**config.mk**
```make
export PLATFORM = sky130hd
export DESIGN_NAME = tone_phase_gen
export DESIGN_NICKNAME = d
export VERILOG_FILES = /design/src/rtl/tone_phase_gen_pkg.sv /design/src/rtl/tone_phase_gen_prescaler.sv /design/src/rtl/tone_phase_gen.sv
export SDC_FILE = /design/constraint.sdc
export NUM_CORES = 1
export LEC_CHECK = 0
export CAP_MARGIN = 30
export CORE_ASPECT_RATIO = 1.4
export CORE_MARGIN = 5
export CORE_UTILIZATION = 45
export CTS_BUF_LIST = sky130_fd_sc_hd__clkbuf_8
export DETAILED_ROUTE_END_ITERATION = 10
export HOLD_SLACK_MARGIN = 0.15
export SLEW_MARGIN = 20
export SYNTH_ARGS = -nofsm -noshare
export SYNTH_HDL_FRONTEND = slang
export SYNTH_SLANG_ARGS = --single-unit
```
**constraint.sdc**
```tcl
create_clock -name clk_in -period 3 [get_ports clk_in]
set_input_delay 0.9 -clock clk_in [delete_from_list [all_inputs] [get_ports clk_in]]
set_output_delay 0.9 -clock clk_in [all_outputs]
set_load 0.005 [all_outputs]
```
**src/rtl/tone_phase_gen_pkg.sv**
```systemverilog
// Shared definitions for the tone phase generator, the host register decoder and
// the wave lookup stage.
//  - Register map addresses for the byte-wide host port.
//  - CTRL register bit positions.
//  - Helper that extracts the wave type field from a CTRL byte.
package tone_phase_gen_pkg;

  // Host register map
  localparam logic [1:0] REG_FREQ_LO = 2'd0;
  localparam logic [1:0] REG_FREQ_HI = 2'd1;
  localparam logic [1:0] REG_CTRL    = 2'd2;
  localparam logic [1:0] REG_PRESC   = 2'd3;

  // CTRL register layout
  localparam int unsigned CTRL_KEY_BIT  = 0;
  localparam int unsigned CTRL_WAVE_LSB = 1;
  localparam int unsigned CTRL_WAVE_MSB = 3;

  function automatic logic [2:0] ctrl_wave_type(input logic [7:0] ctrl);
    return ctrl[CTRL_WAVE_MSB:CTRL_WAVE_LSB];
  endfunction

endpackage

```
**src/rtl/tone_phase_gen_prescaler.sv**
```systemverilog
// Reload counter that divides the system clock into phase accumulator ticks.
//  i_clk    : system clock, rising edge
//  i_rst    : asynchronous reset, active-high
//  i_reload : terminal count; o_tick fires when the counter equals it (0 = every cycle)
//  i_clear  : synchronous clear, restarts the count from 0
//  o_tick   : combinational tick, high in the cycle the count equals i_reload
module tone_prescaler #(
  parameter int unsigned WIDTH = 8
) (
  input  logic             i_clk,
  input  logic             i_rst,
  input  logic [WIDTH-1:0] i_reload,
  input  logic             i_clear,
  output logic             o_tick
);

  logic [WIDTH-1:0] r_cnt;
  logic             w_tick;

  assign w_tick = (r_cnt == i_reload);
  assign o_tick = w_tick;

  always_ff @(posedge i_clk or posedge i_rst) begin
    if (i_rst) begin
      r_cnt <= '0;
    end else if (i_clear || w_tick) begin
      r_cnt <= '0;
    end else begin
      r_cnt <= r_cnt + 1'b1;
    end
  end

endmodule

```
**src/rtl/tone_phase_gen.sv**
```systemverilog
// Per-channel phase generator feeding the wave lookup stage.
//  clk_in            : system clock, rising edge
//  rst_in            : asynchronous reset, active-high
//  reg_write_en_in   : host register write strobe (one cycle per write)
//  reg_addr_in       : 0=FREQ_LO 1=FREQ_HI 2=CTRL 3=PRESC
//  reg_data_in       : host write data
//  lut_addr_out      : top ADDR_WIDTH bits of the phase accumulator
//  wave_type_out     : CTRL[3:1]
//  active_out        : channel keyed on
//  sample_strobe_out : one-cycle pulse when lut_addr_out changes on an accumulate
//  period_strobe_out : one-cycle pulse when the accumulator wraps
module tone_phase_gen #(
  parameter int unsigned ACC_WIDTH   = 16,
  parameter int unsigned ADDR_WIDTH  = 5,
  parameter int unsigned PRESC_WIDTH = 8
) (
  input  logic                  clk_in,
  input  logic                  rst_in,
  input  logic                  reg_write_en_in,
  input  logic [1:0]            reg_addr_in,
  input  logic [7:0]            reg_data_in,
  output logic [ADDR_WIDTH-1:0] lut_addr_out,
  output logic [2:0]            wave_type_out,
  output logic                  active_out,
  output logic                  sample_strobe_out,
  output logic                  period_strobe_out
);

  import tone_phase_gen_pkg::*;

  // Frequency is written as two bytes, so the shadow is always 16 bits wide and
  // resized onto the accumulator width when committed.
  logic [15:0]            r_freq_shadow;
  logic [15:0]            w_freq_shadow_nxt;
  logic [ACC_WIDTH-1:0]   r_freq_active;
  logic [ACC_WIDTH-1:0]   r_acc;
  logic [ACC_WIDTH-1:0]   w_sum;
  logic                   w_carry;
  logic [PRESC_WIDTH-1:0] r_presc_reload;
  logic [2:0]             r_wave_type;
  logic                   r_active;
  logic                   r_sample;
  logic                   r_period;

  logic w_wr_lo;
  logic w_wr_hi;
  logic w_wr_ctrl;
  logic w_wr_presc;
  logic w_key_on;
  logic w_key_off;
  logic w_restart;
  logic w_tick;

  assign w_wr_lo    = reg_write_en_in && (reg_addr_in == REG_FREQ_LO);
  assign w_wr_hi    = reg_write_en_in && (reg_addr_in == REG_FREQ_HI);
  assign w_wr_ctrl  = reg_write_en_in && (reg_addr_in == REG_CTRL);
  assign w_wr_presc = reg_write_en_in && (reg_addr_in == REG_PRESC);
  assign w_key_on   = w_wr_ctrl && reg_data_in[CTRL_KEY_BIT];
  assign w_key_off  = w_wr_ctrl && !reg_data_in[CTRL_KEY_BIT];
  // Key-on only restarts a silent channel; a repeat key-on just updates wave type.
  assign w_restart  = w_key_on && !r_active;

  // Shadow value including this cycle's write, so a FREQ write on a carrying tick
  // is the value that gets committed.
  always_comb begin
    w_freq_shadow_nxt = r_freq_shadow;
    if (w_wr_lo) w_freq_shadow_nxt[7:0]  = reg_data_in;
    if (w_wr_hi) w_freq_shadow_nxt[15:8] = reg_data_in;
  end

  assign {w_carry, w_sum} = {1'b0, r_acc} + {1'b0, r_freq_active};

  tone_prescaler #(
    .WIDTH (PRESC_WIDTH)
  ) u_prescaler (
    .i_clk    (clk_in),
    .i_rst    (rst_in),
    .i_reload (r_presc_reload),
    .i_clear  (w_restart),
    .o_tick   (w_tick)
  );

  always_ff @(posedge clk_in or posedge rst_in) begin
    if (rst_in) begin
      r_freq_shadow  <= '0;
      r_freq_active  <= '0;
      r_acc          <= '0;
      r_presc_reload <= '0;
      r_wave_type    <= '0;
      r_active       <= 1'b0;
      r_sample       <= 1'b0;
      r_period       <= 1'b0;
    end else begin
      r_freq_shadow <= w_freq_shadow_nxt;
      r_sample      <= 1'b0;
      r_period      <= 1'b0;
      if (w_wr_presc) r_presc_reload <= PRESC_WIDTH'(reg_data_in);
      if (w_wr_ctrl)  r_wave_type    <= ctrl_wave_type(reg_data_in);

      if (w_restart) begin
        r_acc         <= '0;
        r_freq_active <= ACC_WIDTH'(r_freq_shadow);
        r_active      <= 1'b1;
      end else if (!r_active) begin
        r_freq_active <= ACC_WIDTH'(r_freq_shadow);
      end else if (w_key_off) begin
        // Key-off wins over a same-cycle tick; phase is frozen where it stands.
        r_active <= 1'b0;
      end else if (w_tick) begin
        r_acc    <= w_sum;
        r_period <= w_carry;
        r_sample <= (w_sum[ACC_WIDTH-1 -: ADDR_WIDTH] != r_acc[ACC_WIDTH-1 -: ADDR_WIDTH]);
        // Retune only at a period boundary so the waveform never glitches mid-cycle.
        if (w_carry) r_freq_active <= ACC_WIDTH'(w_freq_shadow_nxt);
      end
    end
  end

  assign lut_addr_out      = r_acc[ACC_WIDTH-1 -: ADDR_WIDTH];
  assign wave_type_out     = r_wave_type;
  assign active_out        = r_active;
  assign sample_strobe_out = r_sample;
  assign period_strobe_out = r_period;

endmodule
```
==> flow_metrics.py, run 1 <==
metrics = {
    "yosys": {
        "synthTopCellsByArea": "dfrtp_1 (47%), mux2_2 (7.9%), ha_1 (5.7%), xnor2_1 (4.7%), mux2i_1 (4.3%)",
        "synth_nets": 370,
        "synthMostInstantiatedCell": "dfrtp_1",
        "synthAdderAreaFrac": 0.06286,
        "synth-compound-area-share": 0.1382,
        "ys_types": 43,
        "ys_ff_latch": 70,
        "syn_area_sq_um": 3702,
        "async_flop_share": 1.000,
        "ys.flop_type": "dfrtp_1",
        "yosysTopAreaCell": "dfrtp_1",
        "synth-simple-area-share": 0.09463,
        "synth_commonest_cells": "dfrtp_1 (70), nand2_1 (34), mux2_2 (26)",
        "synth_top_area_share": 0.4731,
        "synth_top_family_by_area": "compound AO/OA/AOI/OAI gates",
        "yosys_warnings": 0,
        "synth.area.mux_share": 0.1223,
        "syn_avg_cell_area_sq_um": 10.92,
        "synth_seq_area_share": 0.4731,
        "synth-edff-count": 0,
        "synthCells": 339,
        "yosys.area_share.xor_xnor": 0.07334,
    },
    "setup_path": {
        "reg2reg_depth": 10,
        "r2r-start": "r_freq_active[0]",
        "path_class": "reg2reg",
        "cp_max_fo": 8,
        "cp-end-kind": "flop",
        "critPathLaunch": "r_freq_active[0]",
        "start_kind": "flop",
        "arrival_ns": 3.08,
        "required_ns": 3.22,
    },
    "sta": {
        "tightest_slew_ns": 0.6439,
        "slew_violations": 0,
        "slew_headroom": 0.5708,
        "setup_violations": 0,
        "hold_viol_final": 0,
        "post-route-period-util": 0.9537,
        "fin_crit_ns": 2.861,
        "skew_ns": 0.01217,
        "fin_setup_tns_ns": 0,
        "max_freq_ghz": 0.3495,
        "holdWs_ns": 0.4798,
        "rsz0062_at_grt": "false",
    },
    "detailed_routing": {
        "ant_nets": 0,
        "routed_wl_um": 8046,
        "drc": 0,
        "initialDrtViolationCount": 112,
        "wl_per_cell_um": 16.87,
        "first_pass_iters": 4,
        "via_per_inst": 5.386,
        "via_count": 2569,
    },
    "hold_path": {
        "min_from": "r_freq_shadow[12]",
        "hp-class": "reg2reg",
        "hold-path-cell-count": 2,
    },
    "global_routing": {
        "grt_start_max_net_pins": 51,
        "track_usage": 0.1718,
        "antenna_found_initial": 0,
        "grt_pass1_wl_um": 13620,
        "grt_pass1_vias": 2719,
        "gr-total-overflow": 0,
    },
    "placement": {
        "port_buffers": 23,
        "dp_hpwl_um": 5840,
        "place_congestion": 0.7975,
    },
    "finish": {
        "n_antenna_cell": 0,
        "fin_nets": 401,
        "layout-drive-gt1-share": 0.1680,
        "area_growth_pct": 16.26,
        "multi_input_area_sq_um": 1837,
        "fillers": 750,
        "regArea_sq_um": 1752,
    },
    "floorplan": {
        "ioPinCount": 24,
        "fp-row-count": 39,
        "initial_core_util": 0.4571,
        "coreArea_sq_um": 8100,
        "die_w_um": 86.66,
        "dieArea_sq_um": 10170,
        "die_y_um": 117.3,
    },
    "clock_tree": {
        "cts_tree": "yes",
        "root_buffer": "clkbuf_8",
        "cts_setup_buffers": 0,
        "htree_levels": 3,
        "clock_sinks": 70,
        "cts.clk_slew.worst_paths_ns": 0.08,
        "cts_buffers": 9,
        "worstSkewPairLatency_ns": 0.36,
        "ctsLongestPathBuffers": 2,
    },
    "power_and_ir_drop": {
        "p_sw_frac": 0.3119,
        "seq_power_share": 0.429,
        "p_int_mw": 2.100,
        "p_sw_mw": 0.9518,
        "ir_worst_vdd_uv": 361.0,
        "p_leak_nw": 1.848,
        "combPwrFrac": 0.249,
        "power_density_nw_per_um2": 709.1,
        "p_clk_frac": 0.322,
    },
    "flow_run": {
        "maxCapViolations": 0,
    },
    "outcome": {
        "status": "finished clean",
    },
}
final timing paths:
| check | to | slack (ns) |
|---|---|---|
| max | r_freq_active[4] | 0.14 |
| min | r_freq_active[12] | 0.48 |
| max reg2reg | r_freq_active[4] | 0.14 |
| min reg2reg | r_freq_active[12] | 0.48 |
| max in group asynchronous | r_freq_active[5] | 1.49 |
| min in group asynchronous | r_freq_active[2] | 0.89 |
critical path: stages (launching register included):
cell and delay (ns):
dfrtp_1 0.39, ha_1 0.26, fa_1 0.45, a211oi_2 0.23, o21ai_0 0.19, a21oi_2 0.25
a21boi_2 0.10, o31ai_4 0.32, a21oi_2 0.26, mux2i_1 0.21, o21ai_1 0.07
power groups by stage:
stage          Clock (mW)  Sequential (mW)  Combinational, mW
6_report            0.982             1.31              0.760
5_1_grt              1.04             1.34              0.865
4_1_cts             0.994             1.31              0.771
3_5_place_dp            0             1.33              0.763
3_3_place_gp            0             1.32              0.740
2_1_floorplan           0             1.26              0.600
per-layer routing:
metal | wire (um) | global-route usage
met1 | 3560 | 0.2147
met2 | 4109 | 0.2854
met3 | 225 | 0.03366
met4 | 151 | 0.07115
met5 | 0 | 0
through the flow:
| step | cell area, sq um | setup slack, ns | std cells | total power, mW | utilization |
|---|---|---|---|---|---|
| after floorplan | 3702 | 0.3318 | 339 | 1.864 | - |
| after global placement | 4031 | 0.04879 | 460 | 2.061 | 0.4977 |
| after detailed placement | 4031 | 0.003570 | 460 | 2.088 | 0.4977 |
| after CTS | 4295 | 0.1262 | 476 | 3.077 | 0.5303 |
| after global routing | 4304 | 0.0001930 | 477 | 3.240 | 0.5314 |
| final | 4304 | 0.1390 | 477 | 3.052 | 0.5314 |
layout by cell type (no fill, tap or decap), types with 2 or more instances in the layout:
cell and instances:
xnor2_1 20, nand3_1 6, nand2_1 34, nor3_1 2, a211oi_1 3, mux2i_1 16
inv_1 9, o21bai_1 3, and2b_2 2, xor2_1 11, a21o_1 2, a22o_1 7
buf_4 6, and3_1 2, nand4_1 3, o21ai_1 11, o31ai_1 2, dfrtp_1 70
bufinv_16 3, mux2_2 26, ha_1 17, a21oi_2 2, nand3b_1 2, a31oi_1 3
o21ai_0 25, clkbuf_8 11, nor2_1 19, a21oi_1 18, clkdlybuf4s50_1 23
cell type report:
type | count | share of cell area
sequential | 70 | 0.4070
clock buffer | 11 | 0.03517
timing repair buffer | 30 | 0.06860
inverter | 10 | 0.008721
clock inverter | 5 | 0.02413
multi-input combinational | 249 | 0.4267
tap | 102 | 0.02965
timing repair:
action,4_1_cts,5_1_grt
setup endpoints to repair,12,3
gates resized for setup,1,0
pin swaps,0,1
hold buffers,0,0
gates cloned,0,1
sequential cells by signal, summed over array words and instances (netlist names), named ones only:
| register | count |
|---|---|
| period_strobe_out | 1 |
| r_acc | 16 |
| r_freq_active | 16 |
| r_freq_shadow | 16 |
| r_presc_reload | 8 |
| sample_strobe_out | 1 |
| u_prescaler.r_cnt | 8 |
| wave_type_out | 3 |
cells by family (layout without fill, tap and decap cells):
kind of cell             after synthesis  in the layout
flip-flops                            70             70
AND/OR/NAND/NOR                       75             75
AO/OA/AOI/OAI                         82             83
XOR/XNOR                              31             31
buffers and inverters                 21             56
multiplexers                          42             42
adder cells (fa/ha/maj)               18             18
No activity file was read; power rests on OpenSTA's default activity.
==> run 2: changes to the inputs <==
Settings changed: SYNTH_HIERARCHICAL set to 1.
==> flow_metrics.py, run 2 <==
metrics = {
    "detailed_routing": {
        "initialDrtViolationCount": 118,
        "ant_nets": 0,
        "via_count": 3035,
        "via_per_inst": 5.498,
        "drc": 0,
        "wl_per_cell_um": 16.56,
        "routed_wl_um": 9140,
        "first_pass_iters": 4,
    },
    "setup_path": {
        "r2r-start": "r_freq_active[0]",
        "required_ns": 3.22,
        "cp_slowest_stage_delay_ns": 0.39,
        "reg2reg_depth": 13,
        "start_kind": "flop",
        "arrival_ns": 3.18,
        "r2r_end": "r_freq_active[13]",
        "critPathLaunch": "r_freq_active[0]",
        "cp-end-kind": "flop",
        "crit_chain": "ha_1 > inv_2 > fa_2 > nand2b_4 > a21oi_2 > o41ai_2 > o21ai_1 > o311a_1 > o21a_1 > o22a_4 > a31oi_4 > buf_12 > o221ai_1",
        "cp_max_fo": 9,
        "reg2reg_slack_ns": 0.04,
        "endpoint": "r_freq_active[13]",
        "path_class": "reg2reg",
        "slowest_stage": "dfrtp_1",
    },
    "yosys": {
        "synth_top_family_by_area": "compound AO/OA/AOI/OAI gates",
        "synth.area.mux_share": 0.07476,
        "syn_area_sq_um": 4100,
        "synth_commonest_cells": "dfrtp_1 (70), nand2_1 (44), a21oi_1 (32)",
        "synthAdderAreaFrac": 0.05676,
        "yosys.area_share.xor_xnor": 0.06195,
        "syn_avg_cell_area_sq_um": 10.15,
        "synth_seq_area_share": 0.4272,
        "synthTopCellsByArea": "dfrtp_1 (43%), ha_1 (5.2%), nand2_1 (4.0%), a21oi_1 (3.9%), mux2i_1 (3.9%)",
        "synth-compound-area-share": 0.1889,
        "synth_top_area_share": 0.4272,
        "ys_types": 51,
        "async_flop_share": 1.000,
        "synth_nets": 435,
        "yosysTopAreaCell": "dfrtp_1",
        "synthCells": 404,
        "synthMostInstantiatedCell": "dfrtp_1",
        "synth-edff-count": 0,
        "ys.flop_type": "dfrtp_1",
        "synth-simple-area-share": 0.1297,
        "yosys_warnings": 6,
        "ys_ff_latch": 70,
    },
    "power_and_ir_drop": {
        "p_sw_mw": 1.347,
        "ir_worst_vdd_uv": 408.1,
        "p_sw_frac": 0.3700,
        "p_clk_frac": 0.229,
        "power_mw": 3.640,
        "p_int_mw": 2.293,
        "seq_power_share": 0.384,
        "p_leak_nw": 2.137,
        "combPwrFrac": 0.386,
        "power_density_nw_per_um2": 760.1,
    },
    "finish": {
        "layout_common_cells": "dfrtp_1 (70), nand2_1 (44), a21oi_1 (32), inv_1 (27), o21ai_0 (24)",
        "post-route-util": 0.5334,
        "final_common_cell": "dfrtp_1",
        "layout-drive-gt1-share": 0.1730,
        "n_antenna_cell": 0,
        "design_area_sq_um": 4788,
        "stdcell_count": 552,
        "area_growth_pct": 16.78,
        "fin_nets": 471,
        "reg.largest.list": "r_acc: 16 flops, r_freq_active: 16 flops, r_freq_shadow: 16 flops",
    },
    "global_routing": {
        "track_usage": 0.1757,
        "gr-total-overflow": 0,
        "antenna_found_initial": 0,
        "grt_start_max_net_pins": 46,
        "grt_pass1_wl_um": 15620,
        "grt_pass1_vias": 3158,
    },
    "hold_path": {
        "hp-class": "reg2reg",
        "hold-path-cell-count": 2,
    },
    "sta": {
        "skew_ns": 0.006081,
        "fin_ws_ns": 0.03873,
        "slew_violations": 0,
        "post-route-period-util": 0.9871,
        "fin_setup_tns_ns": 0,
        "fin_crit_ns": 2.961,
        "hold_viol_final": 0,
        "holdWs_ns": 0.4954,
        "setup_violations": 0,
        "max_freq_ghz": 0.3377,
        "tightest_slew_ns": 0.6096,
        "slew_headroom": 0.5924,
    },
    "placement": {
        "dp_hpwl_um": 6479,
        "place_congestion": 0.8538,
        "port_buffers": 23,
        "dp.cells": 530,
        "place_ws_ns": 0.04025,
        "place_area_sq_um": 4497,
    },
    "floorplan": {
        "die_w_um": 90.68,
        "dieArea_sq_um": 11150,
        "die_y_um": 122.9,
        "fp-row-count": 41,
        "initial_core_util": 0.4567,
        "coreArea_sq_um": 8977,
        "ioPinCount": 24,
    },
    "clock_tree": {
        "cts_buffers": 9,
        "worstSkewPairLatency_ns": 0.35,
        "root_buffer": "clkbuf_8",
        "clock_sinks": 70,
        "cts.clk_slew.worst_paths_ns": 0.08,
        "cts_tree": "yes",
        "hold_buffers": 0,
        "htree_levels": 3,
        "ctsLongestPathBuffers": 2,
    },
    "outcome": {
        "status": "finished clean",
    },
    "flow_run": {
        "maxCapViolations": 0,
    },
}
## run 2: kinds of logic after synthesis
| family | after synthesis |
|---|---|
| AOI/OAI and AO/OA | 106 |
| adders and majority gates | 18 |
| and+or+nand+nor | 101 |
| buffers and inverters | 51 |
| muxes | 29 |
| xor gates and xnor gates | 29 |
| DFF | 70 |
## run 2: worst min-delay path by stage
stage	startpoint	end	slack, ns
after CTS	r_acc[10]	r_acc[10]	0.50
final	r_acc[5]	r_acc[5]	0.50
after global routing	r_acc[2]	r_acc[2]	0.52
after floorplan	r_acc[10]	r_acc[10]	0.45
after detailed placement	r_acc[6]	r_acc[6]	0.48
after global placement	r_acc[5]	r_acc[5]	0.47
## run 2: final cells by class
class / count / area (sq um)
Clock buffer: 9 / 123.9
Sequential cell: 70 / 1752
Tap cell: 107 / 133.9
Clock inverter: 7 / 90.09
Multi-Input combinational cell: 283 / 2115
Inverter: 29 / 108.9
Fill cell: 797 / 4189
Timing Repair Buffer: 47 / 465.4
## run 2: power by group through the flow
stage          clock network [mW]  registers [mW]  logic (mW)
2_1_floorplan                   0            1.34        1.12
3_3_place_gp                    0            1.41        1.35
3_5_place_dp                    0            1.42        1.38
4_1_cts                     0.851            1.40        1.39
5_1_grt                     0.897            1.44        1.59
6_report                    0.835            1.40        1.41
## run 2: repair_timing
item,in CTS,in global routing
endpoints found under the setup margin,0,16
gates resized for setup,0,4
buffers inserted,0,5
## run 2: critical path, delay by kind of cell, from the launching register on
kind / cells / cell delay, ns
flops: 1 / 0.39
fa+ha+maj: 2 / 0.42
compound gates: 8 / 1.64
buf+inv: 2 / 0.23
simple gates: 1 / 0.13
## run 2: routing by layer
layer	vias to the layer above	wire [um]	global-route usage
li1	1500	-	-
met2	41	4723	0.3045
met4	0	120	0.06145
met5	-	0	0
met1	1484	4017	0.2170
met3	10	278	0.03652
==> run 3: changes to the inputs <==
Settings changed: MAX_ROUTING_LAYER set to met4, PLACE_DENSITY set to 0.65.
Clock period 3 ns to 2.45 ns, I/O delays scaled along.
==> flow_metrics.py, run 3 (synthesis results as in run 2) <==
metrics = {
    "setup_path": {
        "cp_max_fo": 8,
        "crit_chain": "ha_2 > inv_2 > fa_2 > nand2b_4 > a21oi_4 > o41ai_2 > o21ai_1 > o311a_1 > o21a_1 > o22a_4 > a31oi_4 > buf_12 > buf_16 > o221ai_2",
        "start_kind": "flop",
        "path_class": "reg2reg",
        "slowest_stage": "dfrtp_1",
        "cp_slowest_stage_delay_ns": 0.39,
        "cp-end-kind": "flop",
        "required_ns": 2.68,
        "arrival_ns": 3.04,
    },
    "sta": {
        "max_freq_ghz": 0.3565,
        "skew_ns": 0.008300,
        "fin_ws_ns": -0.3550,
        "tightest_slew_ns": 0.4400,
        "fin_crit_ns": 2.805,
        "slew_violations": 0,
        "slew_headroom": 0.7063,
        "hold_viol_final": 0,
        "post-route-period-util": 1.145,
        "setup_violations": 19,
        "rsz0062_at_grt": "true",
    },
    "clock_tree": {
        "clock_sinks": 70,
        "root_buffer": "clkbuf_8",
        "cts.clk_slew.worst_paths_ns": 0.07,
        "htree_levels": 3,
        "cts_tree": "yes",
        "ctsLongestPathBuffers": 2,
        "cts_buffers": 9,
        "worstSkewPairLatency_ns": 0.36,
    },
    "finish": {
        "fin_nets": 504,
        "multi_input_area_sq_um": 2251,
        "final_common_cell": "dfrtp_1",
        "fillers": 749,
        "layout-drive-gt1-share": 0.2720,
        "layout_common_cells": "dfrtp_1 (70), buf_4 (48), nand2_1 (44), a21oi_1 (29), inv_1 (25)",
        "stdcell_count": 585,
        "design_area_sq_um": 5210,
        "area_growth_pct": 27.07,
        "n_antenna_cell": 0,
        "regArea_sq_um": 1752,
        "reg.largest.list": "r_acc: 16 flops, r_freq_active: 16 flops, r_freq_shadow: 16 flops",
    },
    "power_and_ir_drop": {
        "power_mw": 4.735,
        "ir_worst_vdd_uv": 612.2,
        "p_leak_nw": 2.332,
        "power_density_nw_per_um2": 908.9,
    },
    "flow_run": {
        "maxCapViolations": 0,
    },
    "detailed_routing": {
        "ant_nets": 0,
        "first_pass_iters": 4,
        "via_count": 3273,
        "drc": 0,
        "initialDrtViolationCount": 104,
        "via_per_inst": 5.595,
        "routed_wl_um": 9760,
        "wl_per_cell_um": 16.68,
    },
    "floorplan": {
        "fp-row-count": 41,
        "die_y_um": 122.9,
        "initial_core_util": 0.4567,
        "ioPinCount": 24,
        "coreArea_sq_um": 8977,
        "dieArea_sq_um": 11150,
        "die_w_um": 90.68,
    },
    "global_routing": {
        "gr-total-overflow": 0,
        "grt_start_max_net_pins": 28,
        "grt_pass1_wl_um": 16300,
        "antenna_found_initial": 0,
        "track_usage": 0.1899,
        "grt_pass1_vias": 3363,
    },
    "outcome": {
        "status": "finished with violations",
        "violations": "setup timing",
    },
    "placement": {
        "port_buffers": 23,
        "dp_hpwl_um": 6869,
        "dp.cells": 559,
        "place_ws_ns": -0.3881,
        "place_area_sq_um": 4737,
        "place_congestion": 0.8746,
    },
    "hold_path": {
        "hp-class": "reg2reg",
    },
}
-- run 3: changes by cell type in the layout (fill, tap and decap cells not counted), moves of 3 or more --
cell,previous run,this run
a211oi_1,10,5
a211oi_2,0,5
a21oi_1,32,29
buf_4,20,48
clkbuf_8,9,13
o21ai_0,24,20
o21ai_1,2,5
o221ai_1,6,0
o221ai_2,10,15
-- run 3: metal layers --
| metal | vias up | routed length, um | track usage |
|---|---|---|---|
| met3 | 21 | 262 | 0.03348 |
| li1 | 1560 | - | - |
| met5 | - | 0 | - |
| met4 | 0 | 280 | 0.09218 |
| met2 | 50 | 5134 | 0.3268 |
| met1 | 1642 | 4082 | 0.2139 |
-- run 3: stage by stage --
step           hold WS, ns    util  setup TNS, ns
2_1_floorplan       0.4538       -         -3.896
3_3_place_gp        0.4694  0.5277         -5.549
3_5_place_dp        0.4773  0.5277         -6.818
4_1_cts             0.4941  0.5696         -6.440
5_1_grt             0.5253  0.5803         -7.868
6_report            0.4933  0.5803         -5.710
-- run 3: what timing repair did --
action,in CTS,in global routing
resized for setup,15,18
endpoints found under the setup margin,20,21
gates cloned,2,1
setup buffers,4,4
hold buffers,0,0
pin swaps,2,10
-- run 3: worst paths after layout --
check / from / end / slack (ns) / cells after the start
max: r_freq_active[0] / r_freq_active[1] / -0.35 / 14
min: r_acc[8] / r_acc[8] / 0.49 / 2
max reg2reg: r_freq_active[0] / r_freq_active[1] / -0.35 / 14
min reg2reg: r_acc[8] / r_acc[8] / 0.49 / 2
max in group asynchronous: rst_in / r_freq_active[2] / 1.21 / 3
min in group asynchronous: rst_in / u_prescaler/r_cnt[2] / 0.69 / 2
-- run 3: where the power goes --
| part | total [mW] | internal [mW] | switching (mW) |
|---|---|---|---|
| Sequential | 1.71 | 1.45 | 0.265 |
| Clock | 1.03 | 0.578 | 0.451 |
| Combinational | 1.99 | 0.947 | 1.04 |
-- run 3: layout make-up --
cell class / count / area share
multi-input combinational: 284 / 0.4320
sequential: 70 / 0.3362
timing repair buffer: 79 / 0.1422
clock buffer: 13 / 0.03434
tap: 107 / 0.02570
inverter: 29 / 0.02185
clock inverter: 3 / 0.007685
-- run 3: worst max-delay path, delay by kind of cell, from the launching register on --
family,cells,cell delay [ns]
DFF,1,0.39
adders and majority gates,2,0.38
and+or+nand+nor,1,0.13
buffers and inverters,3,0.33
AOI/OAI and AO/OA,8,1.43
